$ cat src/rtl/ara_apb_uart_arbiter_pkg.sv
// rtl/ara_apb_uart_arbiter_pkg.sv - shared types and helpers for the UART APB arbiter
package ara_apb_uart_arbiter_pkg;

  localparam int unsigned ApbAddrWidth = 32;
  localparam int unsigned ApbDataWidth = 32;

  typedef enum logic [1:0] {
    IDLE,
    SETUP,
    ACCESS,
    RESP
  } arb_state_e;

  typedef struct packed {
    logic                    psel;
    logic                    penable;
    logic                    pwrite;
    logic [ApbAddrWidth-1:0] paddr;
    logic [ApbDataWidth-1:0] pwdata;
  } apb_req_t;

  typedef struct packed {
    logic [ApbDataWidth-1:0] prdata;
    logic                    pready;
    logic                    pslverr;
  } apb_resp_t;

  // A timeout of 0 still needs a 1-bit counter so the datapath stays legal.
  function automatic int unsigned cnt_width(input int unsigned cycles);
    return ($clog2(cycles + 1) > 1) ? $clog2(cycles + 1) : 1;
  endfunction

endpackage

$ cat src/rtl/ara_apb_uart_arbiter_if.sv
// rtl/ara_apb_uart_arbiter_if.sv - one APB link; master drives the request, slave answers
interface ara_apb_uart_arbiter_if #(
  parameter int unsigned AddrWidth = 32,
  parameter int unsigned DataWidth = 32
) ();

  logic                 psel;
  logic                 penable;
  logic                 pwrite;
  logic [AddrWidth-1:0] paddr;
  logic [DataWidth-1:0] pwdata;
  logic [DataWidth-1:0] prdata;
  logic                 pready;
  logic                 pslverr;

  modport master (
    output psel, penable, pwrite, paddr, pwdata,
    input  prdata, pready, pslverr
  );

  modport slave (
    input  psel, penable, pwrite, paddr, pwdata,
    output prdata, pready, pslverr
  );

endinterface

$ cat src/rtl/ara_apb_uart_arbiter_rr2.sv
// rtl/ara_apb_uart_arbiter_rr2.sv - two-way round-robin picker with last-served pointer
module ara_apb_uart_arbiter_rr2 (
  input  logic       clk_i,
  input  logic       rst_ni,
  input  logic [1:0] req,
  input  logic       advance,
  output logic [1:0] gnt
);

  // Index of the requester served last; reset to 1 so requester 0 wins the first tie.
  logic last;

  always_comb begin
    gnt = 2'b00;
    case (req)
      2'b01:   gnt = 2'b01;
      2'b10:   gnt = 2'b10;
      2'b11:   gnt = last ? 2'b01 : 2'b10;
      default: gnt = 2'b00;
    endcase
  end

  always_ff @(posedge clk_i or negedge rst_ni) begin
    if (!rst_ni) begin
      last <= 1'b1;
    end else if (advance && (gnt != 2'b00)) begin
      last <= gnt[1];
    end
  end

endmodule

$ cat src/rtl/ara_apb_uart_arbiter.sv
// rtl/ara_apb_uart_arbiter.sv - round-robin arbiter of two APB requesters onto the UART slave
module ara_apb_uart_arbiter
  import ara_apb_uart_arbiter_pkg::*;
#(
  parameter int unsigned AddrWidth     = ApbAddrWidth,
  parameter int unsigned DataWidth     = ApbDataWidth,
  parameter int unsigned TimeoutCycles = 1024
) (
  input  logic                          clk_i,
  input  logic                          rst_ni,
  ara_apb_uart_arbiter_if.slave         m0,
  ara_apb_uart_arbiter_if.slave         m1,
  ara_apb_uart_arbiter_if.master        s,
  output logic [1:0]                    grant_o
);

  localparam int unsigned CntWidth = cnt_width(TimeoutCycles);
  localparam logic [CntWidth-1:0] CntLast =
      CntWidth'((TimeoutCycles == 0) ? 0 : TimeoutCycles - 1);

  arb_state_e           state;
  logic                 owner;
  logic [CntWidth-1:0]  cnt;
  logic [1:0]           gnt;
  logic                 timeout_hit;
  logic [DataWidth-1:0] rsp_data;
  logic                 rsp_err;

  ara_apb_uart_arbiter_rr2 u_rr (
    .clk_i   (clk_i),
    .rst_ni  (rst_ni),
    .req     ({m1.psel, m0.psel}),
    .advance (state == IDLE),
    .gnt     (gnt)
  );

  assign timeout_hit = (TimeoutCycles != 0) && (cnt == CntLast);

  // A ready slave wins over a simultaneous timeout; writes never return data.
  assign rsp_data = (s.pready && !s.pwrite) ? s.prdata : '0;
  assign rsp_err  = s.pready ? s.pslverr : 1'b1;

  always_ff @(posedge clk_i or negedge rst_ni) begin
    if (!rst_ni) begin
      state      <= IDLE;
      owner      <= 1'b0;
      cnt        <= '0;
      grant_o    <= 2'b00;
      s.psel     <= 1'b0;
      s.penable  <= 1'b0;
      s.pwrite   <= 1'b0;
      s.paddr    <= '0;
      s.pwdata   <= '0;
      m0.prdata  <= '0;
      m0.pready  <= 1'b0;
      m0.pslverr <= 1'b0;
      m1.prdata  <= '0;
      m1.pready  <= 1'b0;
      m1.pslverr <= 1'b0;
    end else begin
      case (state)
        IDLE: begin
          if (gnt != 2'b00) begin
            owner     <= gnt[1];
            grant_o   <= gnt;
            s.psel    <= 1'b1;
            s.penable <= 1'b0;
            s.pwrite  <= gnt[1] ? m1.pwrite : m0.pwrite;
            s.paddr   <= gnt[1] ? m1.paddr  : m0.paddr;
            s.pwdata  <= gnt[1] ? m1.pwdata : m0.pwdata;
            state     <= SETUP;
          end
        end
        SETUP: begin
          s.penable <= 1'b1;
          cnt       <= '0;
          state     <= ACCESS;
        end
        ACCESS: begin
          if (s.pready || timeout_hit) begin
            s.psel    <= 1'b0;
            s.penable <= 1'b0;
            cnt       <= '0;
            state     <= RESP;
            if (owner) begin
              m1.pready  <= 1'b1;
              m1.prdata  <= rsp_data;
              m1.pslverr <= rsp_err;
            end else begin
              m0.pready  <= 1'b1;
              m0.prdata  <= rsp_data;
              m0.pslverr <= rsp_err;
            end
          end else begin
            cnt <= cnt + 1'b1;
          end
        end
        RESP: begin
          m0.prdata  <= '0;
          m0.pready  <= 1'b0;
          m0.pslverr <= 1'b0;
          m1.prdata  <= '0;
          m1.pready  <= 1'b0;
          m1.pslverr <= 1'b0;
          grant_o    <= 2'b00;
          state      <= IDLE;
        end
        default: state <= IDLE;
      endcase
    end
  end

endmodule

$ cat src/flat_wrapper.sv
// flat-port wrapper written by rule: the top's interface ports become plain ports
module ara_apb_uart_arbiter_flat import ara_apb_uart_arbiter_pkg::*;
#(
  parameter int unsigned AddrWidth     = ApbAddrWidth,
  parameter int unsigned DataWidth     = ApbDataWidth,
  parameter int unsigned TimeoutCycles = 1024
)
  (clk_i, rst_ni, grant_o, m0_psel, m0_penable, m0_pwrite, m0_paddr, m0_pwdata, m0_prdata, m0_pready, m0_pslverr, m1_psel, m1_penable, m1_pwrite, m1_paddr, m1_pwdata, m1_prdata, m1_pready, m1_pslverr, s_psel, s_penable, s_pwrite, s_paddr, s_pwdata, s_prdata, s_pready, s_pslverr);
  ara_apb_uart_arbiter_if #(.AddrWidth(AddrWidth), .DataWidth(DataWidth)) m0_i ();
  ara_apb_uart_arbiter_if #(.AddrWidth(AddrWidth), .DataWidth(DataWidth)) m1_i ();
  ara_apb_uart_arbiter_if #(.AddrWidth(AddrWidth), .DataWidth(DataWidth)) s_i ();
  input  logic clk_i;
  input  logic rst_ni;
  output logic [1:0] grant_o;
  input wire logic [$bits(m0_i.psel)-1:0] m0_psel;
  input wire logic [$bits(m0_i.penable)-1:0] m0_penable;
  input wire logic [$bits(m0_i.pwrite)-1:0] m0_pwrite;
  input wire logic [$bits(m0_i.paddr)-1:0] m0_paddr;
  input wire logic [$bits(m0_i.pwdata)-1:0] m0_pwdata;
  output wire logic [$bits(m0_i.prdata)-1:0] m0_prdata;
  output wire logic [$bits(m0_i.pready)-1:0] m0_pready;
  output wire logic [$bits(m0_i.pslverr)-1:0] m0_pslverr;
  input wire logic [$bits(m1_i.psel)-1:0] m1_psel;
  input wire logic [$bits(m1_i.penable)-1:0] m1_penable;
  input wire logic [$bits(m1_i.pwrite)-1:0] m1_pwrite;
  input wire logic [$bits(m1_i.paddr)-1:0] m1_paddr;
  input wire logic [$bits(m1_i.pwdata)-1:0] m1_pwdata;
  output wire logic [$bits(m1_i.prdata)-1:0] m1_prdata;
  output wire logic [$bits(m1_i.pready)-1:0] m1_pready;
  output wire logic [$bits(m1_i.pslverr)-1:0] m1_pslverr;
  output wire logic [$bits(s_i.psel)-1:0] s_psel;
  output wire logic [$bits(s_i.penable)-1:0] s_penable;
  output wire logic [$bits(s_i.pwrite)-1:0] s_pwrite;
  output wire logic [$bits(s_i.paddr)-1:0] s_paddr;
  output wire logic [$bits(s_i.pwdata)-1:0] s_pwdata;
  input wire logic [$bits(s_i.prdata)-1:0] s_prdata;
  input wire logic [$bits(s_i.pready)-1:0] s_pready;
  input wire logic [$bits(s_i.pslverr)-1:0] s_pslverr;
  assign m0_i.psel = m0_psel;
  assign m0_i.penable = m0_penable;
  assign m0_i.pwrite = m0_pwrite;
  assign m0_i.paddr = m0_paddr;
  assign m0_i.pwdata = m0_pwdata;
  assign m0_prdata = m0_i.prdata;
  assign m0_pready = m0_i.pready;
  assign m0_pslverr = m0_i.pslverr;
  assign m1_i.psel = m1_psel;
  assign m1_i.penable = m1_penable;
  assign m1_i.pwrite = m1_pwrite;
  assign m1_i.paddr = m1_paddr;
  assign m1_i.pwdata = m1_pwdata;
  assign m1_prdata = m1_i.prdata;
  assign m1_pready = m1_i.pready;
  assign m1_pslverr = m1_i.pslverr;
  assign s_psel = s_i.psel;
  assign s_penable = s_i.penable;
  assign s_pwrite = s_i.pwrite;
  assign s_paddr = s_i.paddr;
  assign s_pwdata = s_i.pwdata;
  assign s_i.prdata = s_prdata;
  assign s_i.pready = s_pready;
  assign s_i.pslverr = s_pslverr;
  ara_apb_uart_arbiter #(.AddrWidth(AddrWidth), .DataWidth(DataWidth), .TimeoutCycles(TimeoutCycles)) u_core (.clk_i(clk_i), .rst_ni(rst_ni), .m0(m0_i), .m1(m1_i), .s(s_i), .grant_o(grant_o));
endmodule
$ cat config.mk
export PLATFORM = sky130hd
export DESIGN_NAME = ara_apb_uart_arbiter_flat
export DESIGN_NICKNAME = d
export VERILOG_FILES = /design/src/rtl/ara_apb_uart_arbiter_pkg.sv /design/src/rtl/ara_apb_uart_arbiter_if.sv /design/src/rtl/ara_apb_uart_arbiter_rr2.sv /design/src/rtl/ara_apb_uart_arbiter.sv /design/src/flat_wrapper.sv
export SDC_FILE = /design/constraint.sdc
export NUM_CORES = 1
export LEC_CHECK = 0
export ABC_AREA = 1
export BUFFER_PORTS_ARGS = -buffer_cell sky130_fd_sc_hd__buf_4
export CAP_MARGIN = 20
export CORE_MARGIN = 3
export CORE_UTILIZATION = 30
export CTS_CLUSTER_DIAMETER = 30
export DETAILED_ROUTE_END_ITERATION = 8
export GPL_ROUTABILITY_DRIVEN = 0
export HOLD_SLACK_MARGIN = 0.1
export PLACE_DENSITY = 0.54
export SKIP_CTS_REPAIR_TIMING = 1
export SLEW_MARGIN = 15
export SYNTH_ARGS = -nofsm -noshare
export SYNTH_HDL_FRONTEND = slang
export SYNTH_SLANG_ARGS = --single-unit
$ cat constraint.sdc
create_clock -name clk_i -period 2 [get_ports clk_i]
set_input_delay 0.2 -clock clk_i [delete_from_list [all_inputs] [get_ports clk_i]]
set_output_delay 0.2 -clock clk_i [all_outputs]
set_load 0.02 [all_outputs]
# Word level (Yosys, flattened, before mapping)
# Index checks and enable logic that the tools add are counted.
# word_totals
out_inout_bits,137
register_bits,152
input_bits,170
wordCells,83
# classes
add_sub_neg,1
mux,37
eq_ne,11
n_reduce_logical,18
# op_table
cell,n
2-to-1 mux 32 bit,7
one-hot mux 32 bit (2 select lines),2
one-hot mux 11 bit (2 select lines),1
2-to-1 mux 1 bit,13
AND reduction 3 bit,4
adder 11 x 1 -> 11 bit (second input constant),1
== test 11 x 10 -> 1 bit (second input constant),1
2-to-1 mux 11 bit,1
one-hot mux 1 bit (2 select lines),5
nonzero test 2 bit,5
== test 2 bit (second input constant),4
2-to-1 mux 2 bit,4
one-hot mux 2 bit (4 select lines),1
inequality test 2 x 1 -> 1 bit (second input constant),3
one-hot mux 2 bit (3 select lines),1
AND reduction 2 bit,3
== test 2 x 1 -> 1 bit (second input constant),2
one-hot mux 2 bit (2 select lines),1
one-hot mux 1 bit (3 select lines),1
nonzero test 3 bit,1
logical AND 1 bit,2
logical NOT 2 bit,1
inequality test 2 bit (second input constant),1
logical NOT 1 bit,1
logical OR 1 bit,1

# Logic depth before layout (Yosys ltp)
# Gate-level depths: netlist of run 1.
# logic_depth
ltp_word,6
mapped_depth,10
mapped_depth_nobuf,9

# By module
# Synthesis of run 1 repeated with hierarchy kept, for this count alone.
# hier_totals
cells_unflattened,845
hier_area_um2,6927.9
# modules_own_cells
module,seq_area_each_um2,n_inst,cells_per_inst,area_each_um2
ara_apb_uart_arbiter,3778.6,1,836,6861.6
ara_apb_uart_arbiter_rr2,26.3,1,9,66.3

# Least setup slack after synthesis of run 1
# No wires, ideal clock.
# synth_timing
path_kind,reg-to-reg
startpoint,reg u_core.state[0]
endpoint,reg u_core.m0.prdata[21]
setup_ns,0.130
period_less_slack_ns,1.598
t_required_ns,1.870
setup_slack_ns,0.402
path_stages_with_launch,9
t_arrival_ns,1.467
path_cell_list,dfrtp_1 -> inv_1 -> ha_1 -> inv_2 -> nor2_2 -> nand2_4 -> nand2_4 -> buf_1 -> o21ai_1
# synth_between
elab_chain_cells,3
word_cells_on_any_way,7
classes_between,4 x eq/ne; 1 x mux; 2 x reduce/logical
# synth_rtl
element,line_no,source
from (decl),ara_apb_uart_arbiter.sv:21,arb_state_e state;
from (signal assigned),ara_apb_uart_arbiter.sv:45,state <= IDLE;
from (signal assigned),ara_apb_uart_arbiter.sv:71,state <= SETUP;
from (signal assigned),ara_apb_uart_arbiter.sv:77,state <= ACCESS;
== test 2 bit,ara_apb_uart_arbiter.sv:61,case (state)
inequality test 2 bit (no source line) (tied with other cells),--,
AND reduction 3 bit (no source line),--,
to (decl),ara_apb_uart_arbiter_if.sv:23,"output prdata, pready, pslverr"
# Several ways; a longest one is shown, not always the timed one.
# A chain may end at the register's enable or synchronous reset.

# Worst setup path after layout of run 1
# layout_timing
startpoint,reg u_core.state[0]
endpoint,reg u_core.m1.prdata[6]
# layout_between
elab_chain_cells,3
word_cells_on_any_way,7
classes_between,4 x eq/ne; 1 x mux; 2 x reduce/logical
# layout_rtl
element,line_no
== test 2 bit,ara_apb_uart_arbiter.sv:61
inequality test 2 x 1 -> 1 bit (no source line) / nonzero test 2 bit (equally long branches),--
AND reduction 3 bit (no source line),--
to (decl),ara_apb_uart_arbiter_if.sv:23
# Several ways; a longest one is shown, not always the timed one.

==> results of run 1 <==
==> stage by stage <==
| stage | setup slack [ns] | std cells | hold slack [ns] |
|---|---|---|---|
| after floorplan | 0.402 | 735 | -0.0956 |
| after global placement | 0.165 | 1279 | 0.170 |
| after detailed placement | 0.141 | 1279 | 0.170 |
| after CTS | 0.132 | 1311 | -0.289 |
| after global routing | 0.00803 | 1420 | 0.102 |
| final | 0.204 | 1420 | 0.0630 |
==> sequential cells by signal, indices dropped and copies added (netlist names) <==
register,count
u_core.m0.prdata,32
u_core.m1.prdata,32
u_core.s.paddr,32
u_core.s.pwdata,32
u_core.cnt,11
u_core.grant_o,2
u_core.state,2
u_core.m0.pready,1
u_core.m0.pslverr,1
u_core.m1.pready,1
u_core.m1.pslverr,1
u_core.owner,1
u_core.s.penable,1
u_core.s.psel,1
u_core.s.pwrite,1
u_core.u_rr.last,1
==> power by group through the flow <==
stage	clock network [mW]	registers, mW	logic, mW
global placement	0	4.83	7.03
global route	3.87	4.98	7.89
finish	3.64	4.84	7.19
detailed placement	0	4.86	7.08
CTS	3.76	4.83	7.08
floorplan	0	5.99	2.83
==> layout make-up <==
class / count / area (um^2) / area share [%]
clock buffer: 20 / 457 / 4.19
sequential: 152 / 3800 / 34.9
timing repair buffer: 424 / 3590 / 33.0
tap: 275 / 344 / 3.16
clock inverter: 12 / 213 / 1.95
inverter: 17 / 63.8 / 0.585
multi-input combinational: 520 / 2430 / 22.3
==> worst max-delay path by stage <==
stage,start,endpoint,slack (ns),cells after the start
floorplan,u_core.state[0],u_core.m0.prdata[21],0.40,8
global placement,u_core.u_rr.last,u_core.s.paddr[27],0.16,5
detailed placement,u_core.u_rr.last,u_core.s.paddr[27],0.14,5
CTS,u_core.u_rr.last,u_core.s.paddr[27],0.13,5
global route,u_core.state[1],u_core.m1.prdata[3],0.008,7
finish,u_core.state[0],u_core.m1.prdata[6],0.20,7
==> critical path: stages (launching register included) <==
cell and delay [ns]:
dfrtp_1 0.43, ha_1 0.38, inv_1 0.15, o21ai_1 0.23, nand2_4 0.14, buf_12 0.20
nand2_1 0.07, o21ai_0 0.07
==> cells by family (layout without fill, tap and decap cells) <==
kind of cell,Yosys count,count (layout)
AND/OR/NAND/NOR,296,296
XOR/XNOR,7,7
buffers and inverters,63,473
flip-flops,152,152
adder cells (fa/ha/maj),7,7
AO/OA/AOI/OAI,210,210
==> cell usage in the layout, fill, tap and decap left out, drive strengths merged <==
| master | synthesis | routed |
|---|---|---|
| nand3 | 7 | 7 |
| clkbuf | 22 | 20 |
| clkinv | 0 | 3 |
| inv | 17 | 20 |
| bufinv | 0 | 5 |
| xor2 | 6 | 6 |
| dfstp | 1 | 1 |
| o22ai | 2 | 2 |
| o21a | 1 | 1 |
| nand2 | 201 | 201 |
| xnor2 | 1 | 1 |
| nor2 | 83 | 83 |
| dlygate4sd3 | 0 | 108 |
| o21ai | 207 | 207 |
| nor3 | 1 | 1 |
| ha | 7 | 7 |
| clkinvlp | 0 | 1 |
| dfrtp | 151 | 151 |
| buf | 24 | 316 |
| nand4 | 4 | 4 |
==> layer usage <==
| metal | vias up | wire, um |
|---|---|---|
| met1 | 3102 | 9790 |
| met5 | - | 0 |
| met2 | 267 | 10700 |
| met4 | 0 | 392 |
| met3 | 27 | 1750 |
| li1 | 3203 | - |
==> flow_summary.json, run 1 <==
{
  "status": "finished, final reports clean",
  "p_per_area_nw_per_um2": 1440,
  "slew_violations": 0,
  "cts-root-buf": "clkbuf_16",
  "initial_core_util_pct": 30.8,
  "worst-setup-path-type": "reg2reg",
  "antenna_cells": 0,
  "clk_latency_ns": 0.42,
  "wl_per_cell_um": 15.9,
  "hold_class": "in2reg",
  "tightest_slew_ns": 0.459,
  "synth-xor-area-share_pct": 0.941,
  "synth_compound_area_share_pct": 16.7,
  "clkTransAtPathRegs_ns": 0.06,
  "hpwl_um": 14900,
  "r2r_slack_ns": 0.20,
  "cts_buffers": 17,
  "clk_path_buf_depth": 2,
  "synth_top_family_by_area": "simple AND/OR/NAND/NOR gates",
  "place_area_um2": 9130,
  "die-area_um2": 23500,
  "setup_viol": 0,
  "synth.top_cell.area_share_pct": 58.0,
  "nNetsFinal": 1309,
  "syn_area_um2": 6510,
  "core_um2": 21200,
  "rsz0062_at_grt": "false",
  "cp.arrival_ns": 2.09,
  "yosysWarnings": 0,
  "crit_path_max_fanout": 41,
  "vdd_ir_drop_max_mv": 0.631,
  "fmax_ghz": 0.557,
  "synth_top_area_cell": "dfrtp_1",
  "synth_edf_count": 0,
  "stdcell_area_um2": 10900,
  "drive_gt1_share_pct": 32.3,
  "rows": 53,
  "fin_crit_ns": 1.80,
  "top_usage_layer": "met2",
  "p_leak_nw": 5.28,
  "area_growth_pct": 67.4,
  "drt-pass1-iter-count": 4,
  "grtUsageMet1_pct": 23.4,
  "r2r-end": "u_core.m1.prdata[6]",
  "r2r-start": "u_core.state[0]",
  "die_w_um": 153,
  "grt_pass1_wl_um": 33700,
  "synth_area_leaders": "dfrtp_1 58%, nand2_1 11%, o21ai_0 10%, o21ai_1 4.8%, nor2_1 4.6%",
  "h-tree-depth": 4,
  "p_int_mw": 9.33,
  "fin_skew_ns": 0.0117,
  "hold_path_end": "u_core.s.paddr[1]",
  "yosys.area_share.simple_pct": 18.0,
  "synthArstFlopShare_pct": 100,
  "pwr-share-seq_pct": 30.9,
  "switching_share_pct": 40.5,
  "cts.sinks": 152,
  "grt_pass1_vias": 6067,
  "antenna_found_initial": 0,
  "cp.required_ns": 2.29,
  "drt_iter0_drc": 299,
  "nFillCells": 1992,
  "ant_nets": 0,
  "p_clk_share_pct": 23.2,
  "post-route-period-util_pct": 89.8,
  "min_from": "m1_paddr[1]",
  "synth_seq_area_share_pct": 58.4,
  "die_h_um": 153,
  "reg2regPathDepth": 7,
  "yosysMostFrequentCell": "nand2_1",
  "remaining_drc_errors": 0,
  "grt_max_degree": 69,
  "synthAdderAreaFrac_pct": 1.34,
  "power.switching_mw": 6.34,
  "grt_overflow": 0,
  "viasPerCell": 4.65,
  "grtUsageMet2_pct": 28.0,
  "syn-num-nets": 912,
  "timing.slew.headroom_pct": 69.4,
  "met3_usage_pct": 6.88,
  "cp-start-kind": "register",
  "postLayoutCoreUtil_pct": 51.6,
  "wl_um": 22600,
  "cts_tree": "built",
  "hold_violations": 0,
  "synthCells": 735,
  "boundaryPins": 307,
  "ys_ff_latch": 152,
  "synthMuxAreaShare_pct": 0,
  "setup_tns_ns": 0,
  "syn_area_per_cell_um2": 8.86,
  "cp-end-kind": "register",
  "p_comb_share_pct": 45.9,
  "power_mw": 15.7,
  "hold_path_depth": 3,
  "io_buffers": 304,
  "synth_cell_type_count": 24,
  "grt_usage_pct": 17.8,
  "cap_violations": 0,
  "via_count": 6599,
  "synthTopCellsByCount": "198 x nand2_1, 151 x dfrtp_1, 136 x o21ai_0, 80 x nor2_1, 62 x o21ai_1",
  "ys.flop_type": "dfrtp_1"
}
No activity file was read; power rests on OpenSTA's default activity.
==> run 2, diff against run 1 <==
--- a/config.mk
+++ b/config.mk
@@ -8,8 +8,8 @@
 export ABC_AREA = 1
 export BUFFER_PORTS_ARGS = -buffer_cell sky130_fd_sc_hd__buf_4
 export CAP_MARGIN = 20
-export CORE_MARGIN = 3
 export CORE_UTILIZATION = 30
+export CTS_BUF_LIST = sky130_fd_sc_hd__clkbuf_8
 export CTS_CLUSTER_DIAMETER = 30
 export DETAILED_ROUTE_END_ITERATION = 8
 export GPL_ROUTABILITY_DRIVEN = 0
==> run 2 against run 1 <==
Largest power group unchanged; sequential share of layout area is 1.0 points lower; clock-buffer cell count shrank 3; critical path depth did not move; highest routed layer unchanged; largest cell class is now non-clock buffers; worst setup slack worse by 0.070 ns; core utilization grew 1.6 points.
==> flow_summary.json, run 2 (same netlist as run 1, synthesis figures left out) <==
{
  "status": "finished, final reports clean",
  "wl_um": 22400,
  "cts-root-buf": "clkbuf_8",
  "remaining_drc_errors": 0,
  "grt_pass1_vias": 5908,
  "grt_usage_pct": 18.5,
  "initial_core_util_pct": 30.8,
  "viasPerCell": 4.54,
  "post-route-period-util_pct": 93.3,
  "cp_num_buf_inv": 3,
  "grt_overflow": 0,
  "cts_buffers": 17,
  "place_area_um2": 9240,
  "cts.sinks": 152,
  "cp_common_cell": "o21ai_0",
  "final_common_cell": "buf_4",
  "drt_iter0_drc": 296,
  "finalWorstSetupSlack_ns": 0.134,
  "antenna_cells": 0,
  "p_leak_nw": 5.42,
  "boundaryPins": 307,
  "wl_per_cell_um": 15.2,
  "io_buffers": 304,
  "worst-setup-path-type": "reg2reg",
  "die_w_um": 149,
  "cp_top_family": "buffers and inverters",
  "h-tree-depth": 4,
  "nNetsFinal": 1368,
  "hpwl_um": 14600,
  "fin_skew_ns": 0.0172,
  "cp.required_ns": 2.35,
  "setup_viol": 0,
  "worstPathCellList": "inv_1 > ha_1 > o21ai_4 > inv_2 > buf_12 > o21ai_0 > o21ai_0",
  "drive_gt1_share_pct": 31.6,
  "clk_latency_ns": 0.45,
  "cp-end-kind": "register",
  "tightest_slew_ns": 0.596,
  "drt-pass1-iter-count": 4,
  "core_um2": 21200,
  "die-area_um2": 22300,
  "fmax_ghz": 0.536,
  "max_stage_delay_ns": 0.44,
  "final_cell_mix": "315 x buf_4, 197 x nand2_1, 156 x dlygate4sd3_1, 151 x dfrtp_1, 136 x o21ai_0",
  "cp-start-kind": "register",
  "rows": 53,
  "grt_max_degree": 67,
  "p_per_area_nw_per_um2": 1320,
  "grt_pass1_wl_um": 31900,
  "setup_tns_ns": 0,
  "slew_violations": 0,
  "timing.slew.headroom_pct": 60.3,
  "ant_nets": 0,
  "hold_class": "in2reg",
  "via_count": 6717,
  "clkTransAtPathRegs_ns": 0.10,
  "fin_crit_ns": 1.87,
  "antenna_found_initial": 0,
  "vdd_ir_drop_max_mv": 0.607,
  "hold_violations": 0,
  "clk_path_buf_depth": 2,
  "crit_path_max_fanout": 42,
  "cap_violations": 0,
  "area_growth_pct": 72.6,
  "power_mw": 14.9,
  "die_h_um": 149,
  "cp.arrival_ns": 2.22,
  "stdcell_area_um2": 11200,
  "nFillCells": 1926,
  "dp_slack_ns": 0.159,
  "cts_tree": "built",
  "critPathSlowestCell": "dfrtp_1"
}
-- run 2: changes by cell type in the layout (fill, tap and decap cells not counted), sizes merged --
| cell | delta |
|---|---|
| clkbuf | -3 |
| clkinvlp | +2 |
| bufinv | -2 |
| clkinv | -2 |
| buf | +11 |
| inv | +5 |
| dlygate4sd3 | +48 |
-- run 2: cell type report --
class / count / area (um^2) / area share, %
Tap cell: 275 / 344 / 3.06
Multi-Input combinational cell: 520 / 2430 / 21.7
Clock buffer: 17 / 234 / 2.08
Clock inverter: 15 / 204 / 1.81
Sequential cell: 152 / 3800 / 33.8
Inverter: 17 / 63.8 / 0.568
Timing Repair Buffer: 483 / 4160 / 37.0
-- run 2: path summary, 6_finish.rpt --
check	startpoint	slack [ns]	depth (start not counted)	to
worst min-delay path	m0_paddr[19]	0.06	3	u_core.s.paddr[19]
worst min register to register	u_core.u_rr.last	0.48	2	u_core.u_rr.last
max in group asynchronous	rst_ni	1.00	3	u_core.s.paddr[25]
min in group asynchronous	rst_ni	0.29	2	u_core.m1.prdata[25]
worst max-delay path	u_core.state[0]	0.13	7	u_core.s.pwdata[15]
worst max register to register	u_core.state[0]	0.13	7	u_core.s.pwdata[15]
-- run 2: worst register-to-register path, stage by stage (launching register included) --
cell     delay (ns)
dfrtp_1        0.44
inv_1          0.13
ha_1           0.28
o21ai_4        0.11
inv_2          0.22
buf_12         0.23
o21ai_0        0.14
o21ai_0        0.23
-- run 2: report_power, final --
| group | switching [mW] | internal, mW | leakage [nW] |
|---|---|---|---|
| registers | 0.643 | 4.16 | 1.96 |
| clock network | 1.34 | 1.29 | 0.211 |
| logic | 4.40 | 3.02 | 3.26 |
| total | 6.39 | 8.47 | 5.42 |
-- run 2: per-layer routing --
metal / vias up / global-route usage, % / wire length, um
met3: 16 / 7.16 / 1620
met4: 0 / 4.74 / 170
li1: 3318 / - / -
met1: 3146 / 23.3 / 9830
met2: 237 / 29.7 / 10800
met5: - / 0 / 0
-- run 2: through the flow --
step	std cells	hold WS (ns)	utilization, %
floorplan	735	-0.0956	-
global placement	1291	0.218	43.7
detailed placement	1291	0.225	43.7
CTS	1323	-0.291	45.7
global route	1479	0.0961	53.1
finish	1479	0.0551	53.1
